$ cat src/rtl/if_id_queue_pkg.sv
// Shared constants for the fetch-to-decode queue: bus widths, enable flags, bubble word.
// Pure declarations; no latency or backpressure of its own.
package if_id_queue_pkg;

   localparam logic ENABLE  = 1'b1;
   localparam logic DISABLE = 1'b0;

   localparam int INST_ADDR_BUS = 32;
   localparam int INST_DATA_BUS = 32;

   localparam logic [INST_DATA_BUS-1:0] ZERO_WORD = '0;

endpackage

$ cat src/rtl/if_id_queue_storage.sv
// DEPTH x WIDTH entry array: one synchronous write port, one asynchronous read port, not reset.
// Write visible on the read port after the edge; no backpressure (caller gates the write enable).
module if_id_queue_storage #(
   parameter int DEPTH = 2,
   parameter int WIDTH = 64
) (
   input  logic                     clock,
   input  logic                     wr_en,
   input  logic [$clog2(DEPTH)-1:0] wr_addr,
   input  logic [WIDTH-1:0]         wr_dat,
   input  logic [$clog2(DEPTH)-1:0] rd_addr,
   output logic [WIDTH-1:0]         rd_dat
);

   logic [WIDTH-1:0] mem_q [DEPTH];

   always_ff @(posedge clock) begin
      if (wr_en) begin
         mem_q[wr_addr] <= wr_dat;
      end
   end

   assign rd_dat = mem_q[rd_addr];

endmodule

$ cat src/rtl/if_id_queue.sv
// Elastic IF/ID buffer of (pc, instruction) pairs with flush; IF_ID_QUEUE_ZERO_BUBBLE_EN zeroes data when empty.
// Latency: pair pushed at edge N is the head after edge N. Backpressure: if_ready low only when full, from registered occupancy.
module if_id_queue
   import if_id_queue_pkg::*;
#(
   parameter int ADDR_WIDTH = INST_ADDR_BUS,
   parameter int DATA_WIDTH = INST_DATA_BUS,
   parameter int DEPTH      = 2
) (
   input  logic                       clock,
   input  logic                       reset,
   input  logic                       flush,
   input  logic                       if_valid,
   output logic                       if_ready,
   input  logic [ADDR_WIDTH-1:0]      if_program_counter,
   input  logic [DATA_WIDTH-1:0]      if_instruction,
   output logic                       id_valid,
   input  logic                       id_ready,
   output logic [ADDR_WIDTH-1:0]      id_program_counter,
   output logic [DATA_WIDTH-1:0]      id_instruction,
   output logic [$clog2(DEPTH+1)-1:0] occupancy
);

   localparam int PW = $clog2(DEPTH);
   localparam int CW = $clog2(DEPTH + 1);
   localparam int EW = ADDR_WIDTH + DATA_WIDTH;
   localparam logic [CW-1:0] FULL_OCC = CW'(DEPTH);

`ifdef IF_ID_QUEUE_ZERO_BUBBLE_EN
   localparam logic ZERO_BUBBLE = ENABLE;
`else
   localparam logic ZERO_BUBBLE = DISABLE;
`endif

   logic [PW-1:0] wr_ptr_q, wr_ptr_d;
   logic [PW-1:0] rd_ptr_q, rd_ptr_d;
   logic [CW-1:0] occ_q, occ_d;
   logic          push, pop;
   logic [EW-1:0] head_dat;

   // Full/empty come from occupancy alone so wrapped pointers are never ambiguous.
   assign if_ready  = (occ_q < FULL_OCC);
   assign id_valid  = (occ_q != '0);
   assign occupancy = occ_q;

   assign push = if_valid & if_ready & ~flush;
   assign pop  = id_valid & id_ready & ~flush;

   always_comb begin
      wr_ptr_d = wr_ptr_q;
      rd_ptr_d = rd_ptr_q;
      occ_d    = occ_q;
      if (flush) begin
         wr_ptr_d = '0;
         rd_ptr_d = '0;
         occ_d    = '0;
      end else begin
         if (push) wr_ptr_d = wr_ptr_q + PW'(1);
         if (pop)  rd_ptr_d = rd_ptr_q + PW'(1);
         case ({push, pop})
            2'b10:   occ_d = occ_q + CW'(1);
            2'b01:   occ_d = occ_q - CW'(1);
            default: occ_d = occ_q;
         endcase
      end
   end

   always_ff @(posedge clock or negedge reset) begin
      if (!reset) begin
         wr_ptr_q <= '0;
         rd_ptr_q <= '0;
         occ_q    <= '0;
      end else begin
         wr_ptr_q <= wr_ptr_d;
         rd_ptr_q <= rd_ptr_d;
         occ_q    <= occ_d;
      end
   end

   if_id_queue_storage #(
      .DEPTH (DEPTH),
      .WIDTH (EW)
   ) u_storage (
      .clock   (clock),
      .wr_en   (push),
      .wr_addr (wr_ptr_q),
      .wr_dat  ({if_program_counter, if_instruction}),
      .rd_addr (rd_ptr_q),
      .rd_dat  (head_dat)
   );

   always_comb begin
      id_program_counter = head_dat[EW-1:DATA_WIDTH];
      id_instruction     = head_dat[DATA_WIDTH-1:0];
      if (ZERO_BUBBLE && !id_valid) begin
         id_program_counter = ADDR_WIDTH'(ZERO_WORD);
         id_instruction     = DATA_WIDTH'(ZERO_WORD);
      end
   end

endmodule

$ cat config.mk
export PLATFORM = sky130hd
export DESIGN_NAME = if_id_queue
export DESIGN_NICKNAME = d
export VERILOG_FILES = /design/src/rtl/if_id_queue_pkg.sv /design/src/rtl/if_id_queue_storage.sv /design/src/rtl/if_id_queue.sv
export SDC_FILE = /design/constraint.sdc
export NUM_CORES = 1
export LEC_CHECK = 0
export CAP_MARGIN = 20
export CORE_AREA = 2 2 101 113
export DETAILED_ROUTE_END_ITERATION = 7
export DIE_AREA = 0 0 103 115
export GPL_ROUTABILITY_DRIVEN = 0
export PLACE_DENSITY = 0.78
export SLEW_MARGIN = 20
export SYNTH_ARGS = -nofsm -noshare
export SYNTH_HDL_FRONTEND = slang
export SYNTH_SLANG_ARGS = --single-unit
$ cat constraint.sdc
create_clock -name clock -period 7.5 [get_ports clock]
set_input_delay 0.75 -clock clock [delete_from_list [all_inputs] [get_ports clock]]
set_output_delay 0.75 -clock clock [all_outputs]
set_load 0.01 [all_outputs]
## Yosys cells after proc, flatten, opt, wreduce, memory -nomap -nowiden

Memory sizes are Yosys's and may differ from the RTL's.
Cells that the tools add are included.

- Register bits after elaboration: 4
- Bits in writable memories: 128
- Memories: 1
- Output and inout port bits: 68
- Logic and storage cells: 28

Memories:

| memory | depth | bits a word | rd ports | clocked after Yosys merged registers in | write ports | RTL line | source |
|---|---|---|---|---|---|---|---|
| u_storage.mem_q | 2 | 64 | 1 | 0 | 1 | if_id_queue_storage.sv:15 | `logic [WIDTH-1:0] mem_q [DEPTH];` |

- Reductions and logical operators: 4
- Add/subtract/negate cells: 4
- $lt $le $gt $ge: 1
- Multiplexer cells: 8
- Bitwise gates (word level): 5
- Equality and inequality tests: 2

Operator list:

| kind | count |
|---|---|
| $mux W1 | 6 |
| $reduce_bool A2 Y1 | 3 |
| $and A1 B1 Y1 | 4 |
| $pmux W2 S2 | 1 |
| $reduce_bool A3 Y1 | 1 |
| $add A1 B1 Y1 const B | 2 |
| $add A2 B1 Y2 const B | 1 |
| $eq A2 B1 Y1 const B | 1 |
| $eq A2 B2 Y1 const B | 1 |
| $lt A2 B2 Y1 const B | 1 |
| $mux W2 | 1 |
| $sub A2 B1 Y2 const B | 1 |
| $not A1 Y1 | 1 |

## Logic depth before layout (Yosys ltp)

- Depth after elaboration: 6
- Gate-level depth with buffers: 3

## Hierarchy

A second synthesis with hierarchy kept.

- Cells, all modules: 223
- Area, all modules: 5,151.2 µm²

Modules (own cells, without submodules):

| module | cells an instance | times used | area an instance (µm²) |
|---|---|---|---|
| if_id_queue_storage | 201 | 1 | 4,933.5 |
| if_id_queue | 22 | 1 | 217.7 |

## Least setup slack after synthesis

No wires, ideal clock.

- Path kind: input to register
- Start: in if_valid
- End: mem u_storage.mem_q[1][0], enable pin
- Slack: 1,435 ps
- Arrival: 5,487 ps
- Path buffers: 0
- Setup time: 578 ps
- Required time: 6,922 ps
- Stages: 2
- Cells stage by stage: nand2b_4 -> nor3b_1

- Word-level cells in the longest chain between the ends: 4

RTL lines:

| item | RTL line | source |
|---|---|---|
| start, declared | if_id_queue.sv:13 | `input logic if_valid,` |
| $and A1 B1 Y1 (2 in a row) | if_id_queue.sv:46 | `assign push = if_valid & if_ready & ~flush;` |
| $mux W1 | if_id_queue_storage.sv:18 | `if (wr_en) begin` |
| $mux W1 (implied by the code) | if_id_queue_storage.sv:19 | `mem_q[wr_addr] <= wr_dat;` |
| end, declared | if_id_queue_storage.sv:15 |  |

Every way passes these cells.

## Final worst setup path

- Start: reg rd_ptr_q
- End: out id_program_counter[8]

- Word-level cells in the longest chain between the ends: 1

RTL lines:

| item | RTL line | source |
|---|---|---|
| start, declared | if_id_queue.sv:36 | `logic [PW-1:0] rd_ptr_q, rd_ptr_d;` |
| start signal, assigned | if_id_queue.sv:75 | `rd_ptr_q <= rd_ptr_d;` |
| $mem_v2 Z2 W64 | -- |  |
| end, declared | if_id_queue.sv:19 | `output logic [ADDR_WIDTH-1:0] id_program_counter,` |

Every way passes these cells.

==> flow_summary.toml <==
[outcome]
status = "finished clean"

[worst_setup_path]
end_kind = "output port"
start_kind = "flip-flop"
path_max_fanout = 34
cpMaxStageDelayCell = "dfrtp_4"
required_ns = 6.75
max_stage_delay_ns = 0.79
critPathKind = "flip-flop to output port"
arrival_ns = 2.40
crit_chain = "buf_12 -> mux2_2 -> clkdlybuf4s50_1"

[detailed_routing]
dr_wl_met3_um = 767
wirelength_mm = 8.592
vias_per_cell = 4.766
drtPass1Iterations = 4
wl_met2_mm = 4.275
vias = 2545
wl_met1_mm = 3.416
detail-route-antenna-nets = 0
drc = 0
top_layer = "met4"
drtIter0Drc = 107
post_drt_wl_per_cell_um = 16.09

[yosys]
yosysTopAreaCell = "edfxtp_1"
yosysWarnings = 0
yosys_register_bits = 132
synth_top_area_share_pct = 76.15
synth_area_mm2 = 0.005047
seq_area_frac_synth_pct = 78.14
ys_types = 19
syn_nets = 290
synthTopCellsByArea = "edfxtp_1, mux2_4, mux2_2"
synth_cells = 221
avgSynthCellArea_um2 = 22.84

[timing]
slew_headroom_pct = 61.04
final_max_slew_viol_count = 0
hold_viol = 0
finClkSkew_ns = 0.003461
post-route-period-util_pct = 41.94
layout_setup_ws_ns = 4.355
max_slew.worst_pin.slew_ns = 0.5845
setup_tns_ns = 0
setup_viol = 0
max_freq_ghz = 0.3179
fin_crit_ns = 3.145
rsz0062_at_grt = "no"

[hold_path]
min-delay-path-class = "input port to asynchronous set/reset pin"

[global_routing]
grt_max_degree = 66
grt_usage_pct = 15.28
antenna_found_initial = 1
overflow = 0
grt_pass1_vias = 2656
grt_pass1_wl_mm = 13.14

[finish]
drive_gt1_share_pct = 26.87
layout.nets = 443
final_common_cell = "clkdlybuf4s50_1"
diodes = 0
layout.cells.non_filler = 534
syn_to_final_growth_pct = 41.20
layout_common_cells = "clkdlybuf4s50_1, edfxtp_1, mux2_4"

[clock_tree]
cts-buffers-inserted = 17
cts_hold_buf = 0
cts_resized = 0
h-tree-depth = 4
cts.sinks = 132
cts_buffer_depth = 2
cts_root_buf = "clkbuf_16"
worstSkewPairLatency_ns = 0.41
clk_pin_slew_ns = 0.05
cts_setup_buffers = 0
cts_tree = "built"

[placed_design]
dp_hpwl_mm = 5.523
dpl.cell_count = 501
io_buffers = 136
pre_cts_ws_ns = 4.631

[power]
power_density_mw_per_mm2 = 251.9
power.total_w = 0.001795
ir_drop_uv = 184.3
p_leak_nw = 2.484

[floorplanning]
core_mm2 = 0.01071
die_area_mm2 = 0.01185
start_util_pct = 47.13
rows = 40
die_h_um = 115
io_pins = 137
fp.dieW_um = 103

[job]
maxCapViolations = 0
## power by group
group	switching [W]	total, W	internal (W)
Sequential	0.0000146	0.000859	0.000844
Combinational	0.0000699	0.000197	0.000127
Clock	0.000291	0.000740	0.000449
Total	0.000376	0.00180	0.00142
## synthesized netlist by cell type
master	instances
edfxtp_1	128
mux2_4	50
mux2_2	15
buf_6	6
dfrtp_1	4
a21oi_1	2
nor2_1	2
o21ai_0	2
xor2_1	2
buf_2	1
inv_1	1
nand2_1	1
nand2b_1	1
nand2b_4	1
nor2b_1	1
nor2b_4	1
nor3_1	1
nor3b_1	1
or2_2	1
## critical path: cells and delay by family, from the launching register on
family | cells | cell delay [ns]
buffers and inverters | 2 | 0.80
DFF | 1 | 0.79
muxes | 1 | 0.37
## flip-flops by register name, summed over array words and instances (netlist names)
signal           count
rd_ptr_q             1
occupancy            2
wr_ptr_q             1
u_storage.mem_q    128
## layer usage
metal | vias up | global-route usage (%)
li1 | 1181 | -
met5 | - | 0
met1 | 1240 | 17.99
met4 | 0 | 6.316
met3 | 16 | 7.660
met2 | 108 | 23.85
## layout make-up
type	instances	area [µm²]
Tap cell	147	183.9
Inverter	1	3.754
Fill cell	764	3583
Multi-Input combinational cell	81	1037
Timing Repair Buffer	141	1411
Clock inverter	15	117.6
Sequential cell	132	3948
Clock buffer	17	425.4
## kinds of logic (layout without fill, tap and decap cells)
kind of cell	after synthesis	after routing	synth area share [%]
multiplexers	65	65	18.22
buffers and inverters	8	174	1.512
AO/OA/AOI/OAI	4	4	0.3966
flip-flops	132	132	78.14
AND/OR/NAND/NOR	10	10	1.388
XOR/XNOR	2	2	0.3471
## path summary, 6_finish.rpt
check / end / from / slack [ns] / cells after the start
worst min register to register: wr_ptr_q / wr_ptr_q / 0.59 / 2
worst min-delay path: rd_ptr_q / reset / 0.54 / 1
min in group clock: wr_ptr_q / wr_ptr_q / 0.59 / 2
worst max-delay path: id_program_counter[8] / rd_ptr_q / 4.35 / 3
max in group asynchronous: rd_ptr_q / reset / 6.77 / 1
worst max register to register: u_storage.mem_q[1][8] / occupancy[1] / 5.88 / 3
## stage by stage
step	area (µm²)	utilization, %	hold slack (ns)
after floorplan	5047	-	0.4544
after global placement	6564	61.29	0.5530
after detailed placement	6564	61.29	0.5947
after CTS	7107	66.36	0.5227
after global routing	7127	66.54	0.5332
final	7127	66.54	0.5446
Note: power is estimated with default switching activity, not from simulation.
==> RTL edit (same flow settings) <==
Add a define of `IF_ID_QUEUE_ZERO_BUBBLE_EN`.
--- a/src/rtl/if_id_queue.sv
+++ b/src/rtl/if_id_queue.sv
@@ -1,5 +1,7 @@
 // Elastic IF/ID buffer of (pc, instruction) pairs with flush; IF_ID_QUEUE_ZERO_BUBBLE_EN zeroes data when empty.
 // Latency: pair pushed at edge N is the head after edge N. Backpressure: if_ready low only when full, from registered occupancy.
+`define IF_ID_QUEUE_ZERO_BUBBLE_EN
+
 module if_id_queue
    import if_id_queue_pkg::*;
 #(
Behaviour: not the same (Yosys sat finds a counterexample within 4 cycles, from zero or initial values and one cycle with reset low).
==> RTL edit against the unedited design <==
Clock skew hardly changed. Critical path depth rose by 1. Synthesized area is 0.74% higher. Maximum frequency is 1.4% higher. Sequential cell count is the same. Worst setup slack gained 0.044 ns. Register-to-register slack worse by 0.14 ns. Power rose by 5.2%. Global-route usage grew 1.0 points. Final area increased by 0.60%. Routed wire length is 8.5% higher. Combinational power increased by 9.6%. Via count increased by 13%. Critical path type unchanged. Largest cell class unchanged.
==> RTL edit: results (changes against the unedited design) <==
Synthesis
  – Post-synthesis compound-gate area fraction: 0.541% (+0.14 points)
  – Mux cell area share after synthesis: 12.8% (-5.4 points)
  – Syn Area/Cell: 17.3 um2 (-24%)
  – Post-synth top cells: 128 x edfxtp_1, 66 x nor2_1, 65 x mux2i_1, 6 x buf_2, 5 x buf_8
  – Register area share after synthesis: 77.6% (-0.58 points)
  – XOR/XNOR Fraction of Synth Area: 0.344% (-0.0026 points)
  – Largest cells by area after synthesis: edfxtp_1 76%, mux2i_1 13%, nor2_1 4.9%
  – Yosys warning count: 0 (unchanged)
  – Syn_nets: 363 (+25%)

Route
  – DR vias: 2886 (+13%)
  – WL final: 9320 um (+8.5%)
  – Iter 0 DRT Violations: 124 (+16%)

STA
  – Worst-Margin Slew: 0.692 ns (+0.108 ns)
  – Clk_skew: 0.00387 ns (+0.000407 ns)
  – Hold slack: 0.563 ns (+0.0189 ns)

Setup path
  – CP max stage delay: 0.70 ns (-0.09 ns)
  – End point of the critical path: id_instruction[6]
  – Worst R2R End: u_storage.mem_q[1][31]
  – Crit-path slowest cell: dfrtp_4
  – Flop-to-flop setup slack: 5.74 ns (-0.14 ns)
  – Critical path fanouts, max: 42 (+24%)

Final layout
  – Finished Layout Cells: 601 (+13%)
  – Filler Cell Count: 762 (-0.26%)
  – Bufs w/o clock: 142 (+0.71%)
  – Fraction of area in registers: 55.1% (-0.33 points)
  – Final Net Count: 510 (+15%)
  – Multi-input combinational area share: 14.1% (-0.42 points)
  – Layout cell share with drive strength beyond 1: 9.03% (-18 points)
  – Clock network share of area: 8.24% (+0.62 points)
  – Inverters: 2 (+1)
  – Non-clock buffering overhead: 19.9% (+0.092 points)
  – CLK BUF: 18 (+1)

GRT
  – Initial antenna violation count: 0 (-1)
  – Tot GR Track Use: 16.3% (+1.0 points)
  – Grt met3 use: 5.78% (-1.9 points)
  – Met2 Track Usage GR: 26.2% (+2.3 points)
  – Met1 Usage GRT: 19.9% (+1.9 points)
  – First-pass GRT wire length: 14200 um (+7.9%)

Status
  – Outcome: finished, final reports clean

Place
  – HPWL Detailed: 5770 um (+4.4%)
  – Placed insts: 568 (+13%)

Flow run
  – Max-cap violations: 0 (unchanged)

Pwr
  – P_leak: 0.00239 uW (-3.7%)
  – Max VDD drop: 163 uV (-11%)
[RTL edit: cell types whose count changed in the layout (fill, tap and decap cells not counted), moves of 2 or more]
cell,delta
mux2i_1,+65
nor2_1,+64
mux2_4,-50
mux2_2,-15
clkinvlp_4,-3
bufinv_16,+2
clkinv_1,-2
[RTL edit: per-stage QoR]
| step | area [um2] | power (uW) | setup slack, ns |
|---|---|---|---|
| 2_1_floorplan | 5080 | 980 | 1.41 |
| 4_1_cts | 7140 | 1910 | 4.15 |
| 5_1_grt | 7170 | 1960 | 4.29 |
| 3_3_place_gp | 6550 | 1090 | 4.59 |
| 6_report | 7170 | 1890 | 4.40 |
| 3_5_place_dp | 6550 | 1090 | 4.60 |
[RTL edit: metal layers]
layer  part of all wire (%)  up-vias
met1                     41     1390
met5                      0        -
li1                       -     1385
met4                    1.1        0
met3                    6.6       10
met2                     52      101
[RTL edit: report_power, final]
group	leakage [uW]	internal (uW)	switching, uW
registers	0.00123	845	14.7
logic	0.000886	119	96.8
clock network	0.000281	519	294
